## src/rtl/prog_mod_counter.sv

```systemverilog
// Runtime-programmable modulo counter: up/down, clear, load with range check,
// combinational terminal count for lockstep cascading.
module prog_mod_counter #(
   parameter int unsigned W           = 8,
   parameter int unsigned MOD_DEFAULT = 10
) (
   input  logic         clk,
   input  logic         rst,
   input  logic         en,
   input  logic         up,
   input  logic         clr,
   input  logic         load,
   input  logic [W-1:0] load_val,
   input  logic         mod_wr,
   input  logic [W-1:0] mod_val,
   output logic [W-1:0] count,
   output logic [W-1:0] mod_cur,
   output logic         tc,
   output logic         wrap,
   output logic         load_err
);

   localparam int unsigned WE = W + 1;

   logic [W-1:0]  r_count;
   logic [W-1:0]  r_mod;
   logic          r_wrap;
   logic          r_load_err;

   logic [WE-1:0] w_m1;
   logic [WE-1:0] w_cnt_ext;
   logic          w_at_top;
   logic          w_at_zero;
   logic          w_load_ok;
   logic          w_tc;
   logic [W-1:0]  w_count_nxt;
   logic          w_load_err_nxt;

   // M-1 kept one bit wider so modulus 0 (= 2^W) yields all-ones without truncation
   assign w_m1      = (r_mod == '0) ? {1'b0, {W{1'b1}}} : (WE'(r_mod) - WE'(1));
   assign w_cnt_ext = WE'(r_count);
   assign w_at_top  = (w_cnt_ext >= w_m1);
   assign w_at_zero = (r_count == '0);
   assign w_load_ok = (WE'(load_val) <= w_m1);
   assign w_tc      = en & ~clr & ~load & (up ? w_at_top : w_at_zero);

   // Next-count selection: clr > load > en > hold
   always_comb begin
      w_count_nxt    = r_count;
      w_load_err_nxt = 1'b0;
      if (clr) begin
         w_count_nxt = '0;
      end else if (load) begin
         w_count_nxt    = w_load_ok ? load_val : '0;
         w_load_err_nxt = ~w_load_ok;
      end else if (en) begin
         if (up) begin
            w_count_nxt = w_at_top ? '0 : (r_count + W'(1));
         end else if (w_at_zero || (w_cnt_ext > w_m1)) begin
            // a count left above a shrunken modulus lands on the new top, not a wrap
            w_count_nxt = W'(w_m1);
         end else begin
            w_count_nxt = r_count - W'(1);
         end
      end
   end

   always_ff @(posedge clk) begin
      if (rst) begin
         r_count    <= '0;
         r_mod      <= W'(MOD_DEFAULT);
         r_wrap     <= 1'b0;
         r_load_err <= 1'b0;
      end else begin
         r_count    <= w_count_nxt;
         r_wrap     <= w_tc;
         r_load_err <= w_load_err_nxt;
         if (mod_wr) begin
            r_mod <= mod_val;
         end
      end
   end

   assign count    = r_count;
   assign mod_cur  = r_mod;
   assign tc       = w_tc;
   assign wrap     = r_wrap;
   assign load_err = r_load_err;

endmodule

```

## config.mk

```make
export PLATFORM = sky130hd
export DESIGN_NAME = prog_mod_counter
export DESIGN_NICKNAME = d
export VERILOG_FILES = /design/src/rtl/prog_mod_counter.sv
export SDC_FILE = /design/constraint.sdc
export NUM_CORES = 1
export LEC_CHECK = 0
export CELL_PAD_IN_SITES_DETAIL_PLACEMENT = 0
export CELL_PAD_IN_SITES_GLOBAL_PLACEMENT = 2
export CORE_ASPECT_RATIO = 1.5
export CORE_UTILIZATION = 32
export DETAILED_ROUTE_END_ITERATION = 8
export PLACE_DENSITY_LB_ADDON = 0.15
export SKIP_LAST_GASP = 1
export SLEW_MARGIN = 15
export SYNTH_ARGS = -nofsm -noshare
export SYNTH_HDL_FRONTEND = slang
export SYNTH_SLANG_ARGS = --single-unit
```

## constraint.sdc

```tcl
create_clock -name clk -period 7.5 [get_ports clk]
set_input_delay 1.5 -clock clk [delete_from_list [all_inputs] [get_ports clk]]
set_output_delay 1.5 -clock clk [all_outputs]
set_load 0.02 [all_outputs]
```

==> impl_summary.txt, run 1 <==
----------------------------------------------------
[Outcome]
  Outcome ... complete, no violations

[Placed design]
  Number of cells after detailed placement ... 348
  Number of port buffers ... 41
  HPWL reported at the end of detailed placement ... 5.30 mm
  Final Wtd Congestion ... 0.807
  Post-Place Worst Slack ... 2.04 ns

[Route]
  Count of routing violations after the opening detailed-route iteration ... 86
  Detail-routed via count per cell ... 5.75
  Post-detailed-route DRC marker count ... 0
  Number of antenna-violating nets in the routed design ... 0
  DR vias ... 2017
  Routed wirelength normalized by instance count ... 18.6 µm
  Total iterations of the first detailed-routing run ... 4
  Final wirelength ... 6.54 mm

[Final layout]
  Number of nets at the end of the flow ... 322
  Syn-to-layout area delta ... 24.4%
  Final std cells w/o fill ... 351
  Fillers ... 635
  Most used cells in the layout excluding fill and tap cells ... sky130_fd_sc_hd__clkdlybuf4s50_1 (41), sky130_fd_sc_hd__nor2_1 (18), sky130_fd_sc_hd__ha_1 (18), sky130_fd_sc_hd__dfxtp_1 (18), sky130_fd_sc_hd__nand2_1 (15)
  Share of layout cells above drive strength 1 ... 7.17%
  Commonest non-fill, non-tap cell in the layout ... sky130_fd_sc_hd__clkdlybuf4s50_1
  Number of inserted diodes ... 0

[Timing]
  Final Hold Vio Count ... 0
  RSZ-0062 raised after global routing ... false
  Number of pins with negative max-slew slack in the final report ... 0
  Largest clock skew in the final design ... 0.00516 ns
  Final-layout setup total negative slack ... 0 ns
  Worst Tran Pin Value ... 0.695 ns
  Crit path time final ... 5.77 ns
  Setup slack of the critical path after layout ... 1.73 ns
  Worst relative slew slack ... 53.5%
  Crit share post-route ... 76.9%
  Highest achievable clock rate ... 173 MHz
  Final count of negative-setup-slack endpoints ... 0
  Worst hold slack after final layout ... 0.636 ns

[Setup path]
  Capturing instance or port of the critical path ... tc
  Slowest cell on crit path ... sky130_fd_sc_hd__clkdlybuf4s50_1
  Required time at the endpoint of the critical path ... 6.00 ns
  Worst reg2reg endpoint ... count[5]$_SDFFE_PP0P_
  Register-to-Register Path Depth ... 13
  Stages on worst setup path ... 13
  Beginning of the critical path ... mod_cur[0]$_SDFFE_PP0P_
  Arrival time worst endpoint ... 4.27 ns
  Critical path startpoint category ... flop
  Worst-path fanout max ... 8
  Family with the most delay on the worst path ... simple AND/OR/NAND/NOR gates
  Reg2Reg Setup Slack ... 3.71 ns
  Max incr delay on CP ... 0.67 ns
  Series of cell instances along the critical path ... inv_1 > ha_1 > nor4b_2 > a311oi_1 > or2_2 > ha_1 > nand4_1 > a21oi_1 > nand4_1 > nor3_2 > nor3_2 > nor4b_2 > clkdlybuf4s50_1
  Number of buffers and inverters on the critical path ... 2
  Setup CP Type ... flop to output port
  Reg-to-reg startpoint ... mod_cur[0]$_SDFFE_PP0P_
  Nature of the critical path endpoint ... output port

[Clock network]
  Cts repair resizes ... 0
  Longest Clk Path Bufs ... 2
  Num CTS Buffers ... 3
  TritonCTS clock tree ... built
  Root buffer selected by CTS ... sky130_fd_sc_hd__clkbuf_8
  Clk slew on worst S/H paths ... 0.08 ns
  Post-CTS Setup Repair Bufs ... 0
  H-Tree Depth ... 1
  Clock latency on the worst-skew pair ... 0.26 ns
  Hold_buf cts ... 0
  Clock sinks ... 18

[Yosys]
  Number of standard cells after synthesis ... 246
  Portion of the post-synthesis area used by sequential elements ... 18.0%
  Synthesized area divided by synthesized cell count ... 8.12 µm²
  Cells taking the most area after synthesis ... sky130_fd_sc_hd__dfxtp_1 (18%), sky130_fd_sc_hd__ha_1 (11%), sky130_fd_sc_hd__mux2i_1 (4.0%), sky130_fd_sc_hd__a21oi_1 (3.5%), sky130_fd_sc_hd__xnor2_1 (3.5%)
  Number of flops mapped to enable cells by yosys ... 0
  Number of synthesized register bits ... 18
  Synth top area share ... 18.0%
  Synth Net Count ... 287
  Ys async rst share ... 0%
  Top FF cell, synth ... sky130_fd_sc_hd__dfxtp_1
  Library cells used by synthesis ... 61
  Warnings from Yosys ... 0
  Post-synthesis instance area ... 2000 µm²
  Biggest area consumer among synthesized cells ... sky130_fd_sc_hd__dfxtp_1

[Die]
  Initial standard-cell utilization of the core ... 33.8%
  Number of I/O pins ... 42
  Y dimension of the die ... 98.8 µm
  Overall die width ... 66.5 µm
  Die area ... 6570 µm²
  Floorplan row count ... 34
  Placeable core region ... 5910 µm²

[GRT]
  Wire length of the first global-routing pass ... 10.3 mm
  Number of antenna violations at the first check in global routing ... 0
  Total Routing Usage GR ... 21.2%
  Grt ovf ... 0
  Maximum number of pins on one net before global-route repair ... 15
  Vias in the first global route ... 2048

[Power and ir drop]
  Lkg Pwr ... 0.945 nW
  Power per unit of standard cell area ... 144 nW/µm²
  Power, Total ... 357 µW
  IR Drop Worst-Case VDD ... 0.0576 mV

[Job]
  Max-cap violations ... 0

[Min path]
  Type of the tightest min-delay check ... flop to flop

----------------------------------------------------
[cell families after synthesis]
group / count (synthesis) / synth area share [%]
AND/OR/NAND/NOR: 93 / 27.5
AO/OA/AOI/OAI: 71 / 28.1
XOR/XNOR: 13 / 5.70
multiplexers: 8 / 4.01
flip-flops: 18 / 18.0
adder cells (fa/ha/maj): 18 / 11.3
buffers and inverters: 25 / 5.39
[stage by stage]
stage,utilization [%],cell area (µm²)
2_1_floorplan,-,2000
3_3_place_gp,41.3,2440
3_5_place_dp,41.3,2440
4_1_cts,42.0,2480
5_1_grt,42.0,2480
6_report,42.0,2480
[final cells by class]
| cell class | instances | area (µm²) | area share, % |
|---|---|---|---|
| Clock buffer | 3 | 41.3 | 1.66 |
| Inverter | 14 | 52.6 | 2.12 |
| Multi-Input combinational cell | 203 | 1530 | 61.6 |
| Sequential cell | 18 | 360 | 14.5 |
| Tap cell | 72 | 90.1 | 3.63 |
| Timing Repair Buffer | 41 | 410 | 16.5 |
[state kept, by name, summed over array words and instances, names as in the netlist]
register / count
load_err: 1
wrap: 1
count: 8
mod_cur: 8
[power by group]
| part | total (mW) | leakage, nW | switching (mW) | internal, mW |
|---|---|---|---|---|
| clock network | 0.0734 | 0.0216 | 0.0375 | 0.0359 |
| registers | 0.116 | 0.148 | 0.0151 | 0.101 |
| logic | 0.167 | 0.776 | 0.0944 | 0.0725 |
| total | 0.357 | 0.945 | 0.147 | 0.210 |
[worst min-delay path by stage]
stage / to / slack [ns] / cells after the start / from
6_report: mod_cur[7]$_SDFFE_PP0P_ / 0.64 / 2 / mod_cur[7]$_SDFFE_PP0P_
5_1_grt: mod_cur[1]$_SDFFE_PP1P_ / 0.69 / 2 / mod_cur[1]$_SDFFE_PP1P_
4_1_cts: mod_cur[7]$_SDFFE_PP0P_ / 0.64 / 2 / mod_cur[7]$_SDFFE_PP0P_
3_5_place_dp: mod_cur[7]$_SDFFE_PP0P_ / 0.62 / 2 / mod_cur[7]$_SDFFE_PP0P_
3_3_place_gp: mod_cur[7]$_SDFFE_PP0P_ / 0.61 / 2 / mod_cur[7]$_SDFFE_PP0P_
2_1_floorplan: mod_cur[7]$_SDFFE_PP0P_ / 0.66 / 2 / mod_cur[7]$_SDFFE_PP0P_
[per-layer routing]
metal,global-route usage [%],vias up,wire [µm]
li1,-,1008,-
met1,22.2,955,2620
met2,41.4,43,3600
met3,1.62,11,148
met4,8.35,0,182
met5,0,-,0
[synthesized netlist by cell type (2+ instances only)]
master,number
sky130_fd_sc_hd__a2111o_1,3
sky130_fd_sc_hd__a21o_1,2
sky130_fd_sc_hd__a21oi_1,14
sky130_fd_sc_hd__a31oi_1,3
sky130_fd_sc_hd__a41oi_1,2
sky130_fd_sc_hd__and2_1,4
sky130_fd_sc_hd__and3_1,4
sky130_fd_sc_hd__buf_2,2
sky130_fd_sc_hd__clkbuf_1,7
sky130_fd_sc_hd__dfxtp_1,18
sky130_fd_sc_hd__ha_1,18
sky130_fd_sc_hd__inv_1,13
sky130_fd_sc_hd__mux2i_1,8
sky130_fd_sc_hd__nand2_1,15
sky130_fd_sc_hd__nand2b_1,2
sky130_fd_sc_hd__nand3_1,11
sky130_fd_sc_hd__nand3b_1,2
sky130_fd_sc_hd__nand4_1,4
sky130_fd_sc_hd__nor2_1,18
sky130_fd_sc_hd__nor2b_1,4
sky130_fd_sc_hd__nor3_1,9
sky130_fd_sc_hd__nor3_2,4
sky130_fd_sc_hd__nor4b_2,2
sky130_fd_sc_hd__o211ai_1,4
sky130_fd_sc_hd__o21a_1,4
sky130_fd_sc_hd__o21ai_0,11
sky130_fd_sc_hd__o221ai_1,3
sky130_fd_sc_hd__o311ai_0,2
sky130_fd_sc_hd__o31ai_1,4
sky130_fd_sc_hd__o41ai_1,2
sky130_fd_sc_hd__or2_2,2
sky130_fd_sc_hd__or3_1,4
sky130_fd_sc_hd__or4_1,2
sky130_fd_sc_hd__xnor2_1,8
sky130_fd_sc_hd__xor2_1,5
[worst reg2reg max path, cell delays in order, from the launching register on]
cell and delay (ns):
sky130_fd_sc_hd__dfxtp_1 0.41, sky130_fd_sc_hd__inv_1 0.13, sky130_fd_sc_hd__ha_1 0.23, sky130_fd_sc_hd__nor4b_2 0.38, sky130_fd_sc_hd__a311oi_1 0.11, sky130_fd_sc_hd__or2_2 0.35, sky130_fd_sc_hd__ha_1 0.32, sky130_fd_sc_hd__nand4_1 0.10
sky130_fd_sc_hd__a21oi_1 0.23, sky130_fd_sc_hd__nand4_1 0.19, sky130_fd_sc_hd__or3_1 0.56, sky130_fd_sc_hd__a21oi_4 0.28, sky130_fd_sc_hd__o41ai_1 0.14, sky130_fd_sc_hd__a22o_1 0.26
Power figures use the tool's default switching activity.
==> inputs of run 2 (changes only) <==
Settings changed: CORE_UTILIZATION 32 to 27.
Clock period 7.5 ns to 4.64 ns, I/O delays scaled along.
==> run 2 against run 1 <==
Compared with the run above:
- via count up 2.9%
- worst setup slack worse by 1.4 ns
- sequential share of layout area down 0.98 points
- critical path type unchanged
- critical endpoint unchanged
- largest cell class unchanged
- largest power group unchanged
==> impl_summary.txt, run 2 (synthesized netlist as in run 1, its figures left out) <==
----------------------------------------------------
[Power and ir drop]
  Net Switching ... 248 µW (+68%)
  Internal Dissipation ... 370 µW (+77%)
  Net switching fraction of the power ... 40.1% (-1.2 points)
  Power share of the sequential group ... 29.2% (-3.4 points)
  Power per unit of standard cell area ... 232 nW/µm² (+62%)
  Lkg Pwr ... 1.04 nW (+10%)
  IR Drop Worst-Case VDD ... 0.104 mV (+80%)
  Clock power frac ... 22.3% (+1.7 points)
  Share of total power in combinational logic ... 48.5% (+1.7 points)

[Timing]
  Final-layout setup total negative slack ... 0 ns (unchanged)
  Crit share post-route ... 93.3%
  Highest achievable clock rate ... 231 MHz
  Final count of negative-setup-slack endpoints ... 0 (unchanged)
  Final Hold Vio Count ... 0 (unchanged)
  Worst relative slew slack ... 53.2% (-0.31 points)
  Crit path time final ... 4.33 ns
  Largest clock skew in the final design ... 0.00499 ns (-0.000172 ns)
  Worst hold slack after final layout ... 0.540 ns (-0.0958 ns)
  Number of pins with negative max-slew slack in the final report ... 0 (unchanged)
  RSZ-0062 raised after global routing ... false
  Worst Tran Pin Value ... 0.700 ns (+0.00467 ns)

[Job]
  Max-cap violations ... 0 (unchanged)

[GRT]
  Total Routing Usage GR ... 20.0% (-1.2 points)
  Grt ovf ... 0 (unchanged)
  Wire length of the first global-routing pass ... 11.6 mm (+13%)
  Vias in the first global route ... 2199 (+7.4%)
  Maximum number of pins on one net before global-route repair ... 14 (-1)
  Number of antenna violations at the first check in global routing ... 0 (unchanged)

[Final layout]
  Syn-to-layout area delta ... 33.4%
  Commonest non-fill, non-tap cell in the layout ... sky130_fd_sc_hd__clkdlybuf4s50_1
  Number of inserted diodes ... 0 (unchanged)
  Number of nets at the end of the flow ... 339 (+5.3%)
  Most used cells in the layout excluding fill and tap cells ... sky130_fd_sc_hd__clkdlybuf4s50_1 (40), sky130_fd_sc_hd__nor2_1 (18), sky130_fd_sc_hd__ha_1 (18), sky130_fd_sc_hd__dfxtp_1 (18), sky130_fd_sc_hd__buf_4 (17)
  Share of layout cells above drive strength 1 ... 13.1% (+6.0 points)

[Setup path]
  Beginning of the critical path ... mod_cur[3]$_SDFFE_PP1P_
  Arrival time worst endpoint ... 3.40 ns (-0.87 ns)
  Required time at the endpoint of the critical path ... 3.71 ns (-2.29 ns)
  Worst-path fanout max ... 8 (unchanged)
  Nature of the critical path endpoint ... output port
  Series of cell instances along the critical path ... or3_1 > nor3_1 > o21a_1 > o21ai_0 > ha_1 > nand4_1 > a21oi_1 > nand4_1 > nor3_2 > nor3_2 > nor4b_2 > clkbuf_2
  Reg-to-reg startpoint ... mod_cur[3]$_SDFFE_PP1P_
  Max incr delay on CP ... 0.43 ns (-0.24 ns)
  Setup CP Type ... flop to output port
  Number of buffers and inverters on the critical path ... 1 (-1)
  Critical path startpoint category ... flop
  Family with the most delay on the worst path ... simple AND/OR/NAND/NOR gates
  Slowest cell on crit path ... sky130_fd_sc_hd__dfxtp_1

[Clock network]
  Clock sinks ... 18 (unchanged)
  Hold_buf cts ... 0 (unchanged)
  Clk slew on worst S/H paths ... 0.08 ns (about the same)
  Post-CTS Setup Repair Bufs ... 0 (unchanged)
  TritonCTS clock tree ... built
  Root buffer selected by CTS ... sky130_fd_sc_hd__clkbuf_8
  Longest Clk Path Bufs ... 2 (unchanged)
  H-Tree Depth ... 1 (unchanged)
  Num CTS Buffers ... 3 (unchanged)
  Clock latency on the worst-skew pair ... 0.26 ns (about the same)

[Route]
  DR vias ... 2076 (+2.9%)
  Total iterations of the first detailed-routing run ... 4 (unchanged)
  Routed wirelength normalized by instance count ... 17.7 µm (-5.1%)
  Count of routing violations after the opening detailed-route iteration ... 100 (+16%)
  Number of antenna-violating nets in the routed design ... 0 (unchanged)
  Detail-routed via count per cell ... 5.23 (-9.0%)
  Post-detailed-route DRC marker count ... 0 (unchanged)
  Final wirelength ... 7.02 mm (+7.3%)

[Min path]
  Worst Hold Launch ... mod_cur[1]$_SDFFE_PP1P_
  Type of the tightest min-delay check ... flop to flop

[Outcome]
  Outcome ... complete, no violations

[Die]
  Y dimension of the die ... 107 µm (+8.7%)
  Placeable core region ... 7180 µm² (+21%)
  Die area ... 7750 µm² (+18%)
  Number of I/O pins ... 42 (unchanged)
  Overall die width ... 72.2 µm (+8.6%)
  Initial standard-cell utilization of the core ... 27.8% (-6.0 points)
  Floorplan row count ... 38 (+12%)

[Placed design]
  Final Wtd Congestion ... 0.800 (-0.86%)
  Number of port buffers ... 41 (unchanged)
  HPWL reported at the end of detailed placement ... 5.87 mm (+11%)

----------------------------------------------------
[run 2: cell types whose count changed in the layout (fill, tap and decap cells not counted), sizes merged]
cell	delta
buf	+17
clkbuf	+2
clkdlybuf4s50	-1
[run 2: metal layers]
layer  track usage, %  share of wire (%)
met5                0                  0
met4             8.96                3.9
met3             1.78                2.6
met2             38.1                 55
met1             21.7                 38
[run 2: what timing repair did]
| item | CTS | global route |
|---|---|---|
| endpoints found under the setup margin | 1 | 1 |
| endpoints found under the hold margin | 0 | 0 |
| gates resized for setup | 2 | 3 |
[run 2: final timing paths]
kind,end,slack [ns],depth (start not counted)
setup / recovery,tc,0.31,12
hold / removal,mod_cur[1]$_SDFFE_PP1P_,0.54,2
setup reg to reg,count[5]$_SDFFE_PP0P_,1.00,12
hold reg to reg,mod_cur[1]$_SDFFE_PP1P_,0.54,2
[run 2: cell type report]
class	count	area, µm²
Tap cell	100	125
Inverter	14	52.6
Sequential cell	18	360
Timing Repair Buffer	58	533
Multi-Input combinational cell	203	1540
Clock buffer	4	55.1
Fill cell	769	4520
[run 2: tightest hold or removal path: stages (launching register included)]
cell and delay, ns:
sky130_fd_sc_hd__dfxtp_1 0.32, sky130_fd_sc_hd__inv_1 0.09, sky130_fd_sc_hd__o211ai_1 0.08
[run 2: through the flow]
step                utilization, %  area, µm²  setup slack, ns  power [mW]  std cells
floorplan                        -       2000            0.422       0.369        246
CTS                           37.2       2670            0.147       0.627        397
detailed placement            36.3       2610            0.144       0.484        393
global placement              36.3       2610            0.239       0.487        393
global route                  37.1       2660           0.0828       0.666        397
finish                        37.1       2660            0.311       0.618        397
[run 2: power by group through the flow]
stage          registers (mW)  logic (mW)  clock network (mW)
6_report                0.180       0.300               0.138
3_5_place_dp            0.184       0.300                   0
3_3_place_gp            0.184       0.304                   0
2_1_floorplan           0.190       0.178                   0
4_1_cts                 0.180       0.302               0.144
5_1_grt                 0.183       0.331               0.152
==> inputs of run 3 (changes only) <==
Settings changed: PLACE_DENSITY from default to 0.74, PLACE_DENSITY_LB_ADDON 0.15 to default.
==> run 3 against run 2 <==
Compared with the run above:
- hold slack gained 0.058 ns
- wire length shrank 0.63%
- count of clock-buffer cells in the layout is the same
- first-iteration DRC count shrank 9.0%
- combinational power is essentially flat
- clock power is essentially flat
- clock skew grew 0.0043 ns
- die area is the same
- critical path type unchanged
- largest cell class unchanged
==> impl_summary.txt, run 3 (synthesized netlist as in run 1, its figures left out) <==
----------------------------------------------------
[Outcome]
  Outcome ... complete, no violations

[GRT]
  Wire length of the first global-routing pass ... 11.2 mm (-3.3%)
  Total Routing Usage GR ... 19.1% (-0.88 points)
  Number of antenna violations at the first check in global routing ... 0 (unchanged)
  Maximum number of pins on one net before global-route repair ... 14 (unchanged)
  Vias in the first global route ... 2126 (-3.3%)
  Grt ovf ... 0 (unchanged)

[Route]
  Routed wirelength normalized by instance count ... 17.5 µm (-1.1%)
  Number of antenna-violating nets in the routed design ... 0 (unchanged)
  Count of routing violations after the opening detailed-route iteration ... 91 (-9.0%)
  Post-detailed-route DRC marker count ... 0 (unchanged)
  Detail-routed via count per cell ... 5.26 (+0.65%)
  Total iterations of the first detailed-routing run ... 4 (unchanged)
  Final wirelength ... 6.98 mm (-0.63%)
  DR vias ... 2100 (+1.2%)

[Setup path]
  Required time at the endpoint of the critical path ... 3.71 ns (about the same)
  Reg2Reg Setup Slack ... 0.89 ns (-0.11 ns)
  Arrival time worst endpoint ... 3.47 ns (+0.07 ns)
  Critical path startpoint category ... flop
  Nature of the critical path endpoint ... output port
  Worst-path fanout max ... 5 (-3)
  Setup CP Type ... flop to output port

[Timing]
  Crit path time final ... 4.40 ns (+0.0724 ns)
  Final Hold Vio Count ... 0 (unchanged)
  Worst relative slew slack ... 53.1% (-0.072 points)
  Number of pins with negative max-slew slack in the final report ... 0 (unchanged)
  RSZ-0062 raised after global routing ... false
  Largest clock skew in the final design ... 0.00931 ns (+0.00432 ns)
  Worst Tran Pin Value ... 0.694 ns (-0.00542 ns)
  Highest achievable clock rate ... 227 MHz (-1.6%)
  Final-layout setup total negative slack ... 0 ns (unchanged)
  Crit share post-route ... 94.9% (+1.6 points)
  Worst hold slack after final layout ... 0.598 ns (+0.0580 ns)
  Final count of negative-setup-slack endpoints ... 0 (unchanged)

[Final layout]
  Commonest non-fill, non-tap cell in the layout ... sky130_fd_sc_hd__clkdlybuf4s50_1
  Syn-to-layout area delta ... 34.1%
  Number of nets at the end of the flow ... 341 (+0.59%)
  Most used cells in the layout excluding fill and tap cells ... sky130_fd_sc_hd__clkdlybuf4s50_1 (40), sky130_fd_sc_hd__buf_4 (19), sky130_fd_sc_hd__nor2_1 (18), sky130_fd_sc_hd__ha_1 (18), sky130_fd_sc_hd__dfxtp_1 (18)
  Number of inserted diodes ... 0 (unchanged)
  Share of layout cells above drive strength 1 ... 13.7% (+0.58 points)
  Final design area excluding fillers ... 2680 µm² (+0.56%)

[Power and ir drop]
  IR Drop Worst-Case VDD ... 0.109 mV (+5.2%)
  Power per unit of standard cell area ... 231 nW/µm² (-0.32%)
  Lkg Pwr ... 1.05 nW (+0.91%)

[Clock network]
  Clock sinks ... 18 (unchanged)
  TritonCTS clock tree ... built
  Longest Clk Path Bufs ... 2 (unchanged)
  Hold_buf cts ... 0 (unchanged)
  Num CTS Buffers ... 3 (unchanged)
  H-Tree Depth ... 1 (unchanged)
  Clock latency on the worst-skew pair ... 0.26 ns (about the same)
  Clk slew on worst S/H paths ... 0.09 ns (about the same)
  Root buffer selected by CTS ... sky130_fd_sc_hd__clkbuf_8

[Placed design]
  Cell Area, Placed ... 2610 µm² (+0.29%)
  HPWL reported at the end of detailed placement ... 5.76 mm (-1.8%)
  Final Wtd Congestion ... 0.866 (+8.3%)
  Number of port buffers ... 41 (unchanged)

[Min path]
  Type of the tightest min-delay check ... flop to flop

[Die]
  Placeable core region ... 7180 µm² (unchanged)
  Floorplan row count ... 38 (unchanged)
  Die area ... 7750 µm² (unchanged)
  Initial standard-cell utilization of the core ... 27.8% (unchanged)
  Overall die width ... 72.2 µm (unchanged)
  Y dimension of the die ... 107 µm (unchanged)
  Number of I/O pins ... 42 (unchanged)

[Job]
  Max-cap violations ... 0 (unchanged)

----------------------------------------------------
run 3: changes by cell type in the layout (fill, tap and decap cells not counted):
cell / before / now
sky130_fd_sc_hd__buf_4: 17 / 19
run 3: worst paths after layout:
check,end,depth (start not counted),startpoint
setup / recovery,tc,13,mod_cur[1]$_SDFFE_PP1P_
hold reg to reg,mod_cur[1]$_SDFFE_PP1P_,2,mod_cur[1]$_SDFFE_PP1P_
setup reg to reg,count[5]$_SDFFE_PP0P_,13,mod_cur[1]$_SDFFE_PP1P_
hold / removal,mod_cur[1]$_SDFFE_PP1P_,2,mod_cur[1]$_SDFFE_PP1P_
run 3: what timing repair did:
| item | in CTS | in global routing |
|---|---|---|
| buffers inserted | 0 | 1 |
| resized for setup | 1 | 4 |
| endpoints found under the setup margin | 1 | 1 |
| pin swaps | 0 | 0 |
run 3: cell type report:
cell class / count / area (µm²)
clock buffers: 4 / 55.1
repair buffers: 60 / 548
flip-flops and latches: 18 / 360
well taps: 100 / 125
inverters: 14 / 52.6
multi-input cells: 203 / 1540
fillers: 762 / 4500
run 3: through the flow:
step | utilization [%] | setup slack, ns | total power, mW | cells
after floorplan | - | 0.422 | 0.369 | 246
after global placement | 36.4 | 0.215 | 0.483 | 394
after detailed placement | 36.4 | 0.0490 | 0.481 | 394
after CTS | 37.1 | 0.0480 | 0.624 | 398
after global routing | 37.3 | 0.0266 | 0.661 | 399
final | 37.3 | 0.239 | 0.619 | 399
run 3: worst max-delay path, stage by stage, from the launching register on:
cell and delay, ns:
sky130_fd_sc_hd__dfxtp_1 0.32, sky130_fd_sc_hd__inv_1 0.13, sky130_fd_sc_hd__ha_1 0.21, sky130_fd_sc_hd__nor3b_4 0.28, sky130_fd_sc_hd__a311oi_1 0.17, sky130_fd_sc_hd__or2_2 0.35
sky130_fd_sc_hd__ha_1 0.33, sky130_fd_sc_hd__nand4_1 0.10, sky130_fd_sc_hd__a21oi_1 0.22, sky130_fd_sc_hd__nand4_1 0.19, sky130_fd_sc_hd__nor3_2 0.27, sky130_fd_sc_hd__nor3_2 0.08
sky130_fd_sc_hd__nor4b_2 0.33, sky130_fd_sc_hd__clkbuf_2 0.23
run 3: routing by layer:
layer / share of wire, % / track usage, %
met1: 39 / 21.0
met2: 52 / 33.8
met3: 3.1 / 2.25
met4: 6.3 / 12.3
met5: 0 / 0
run 3: power breakdown:
part	switching (mW)	internal (mW)
logic	0.170	0.131
registers	0.0159	0.163
clock network	0.0633	0.0756
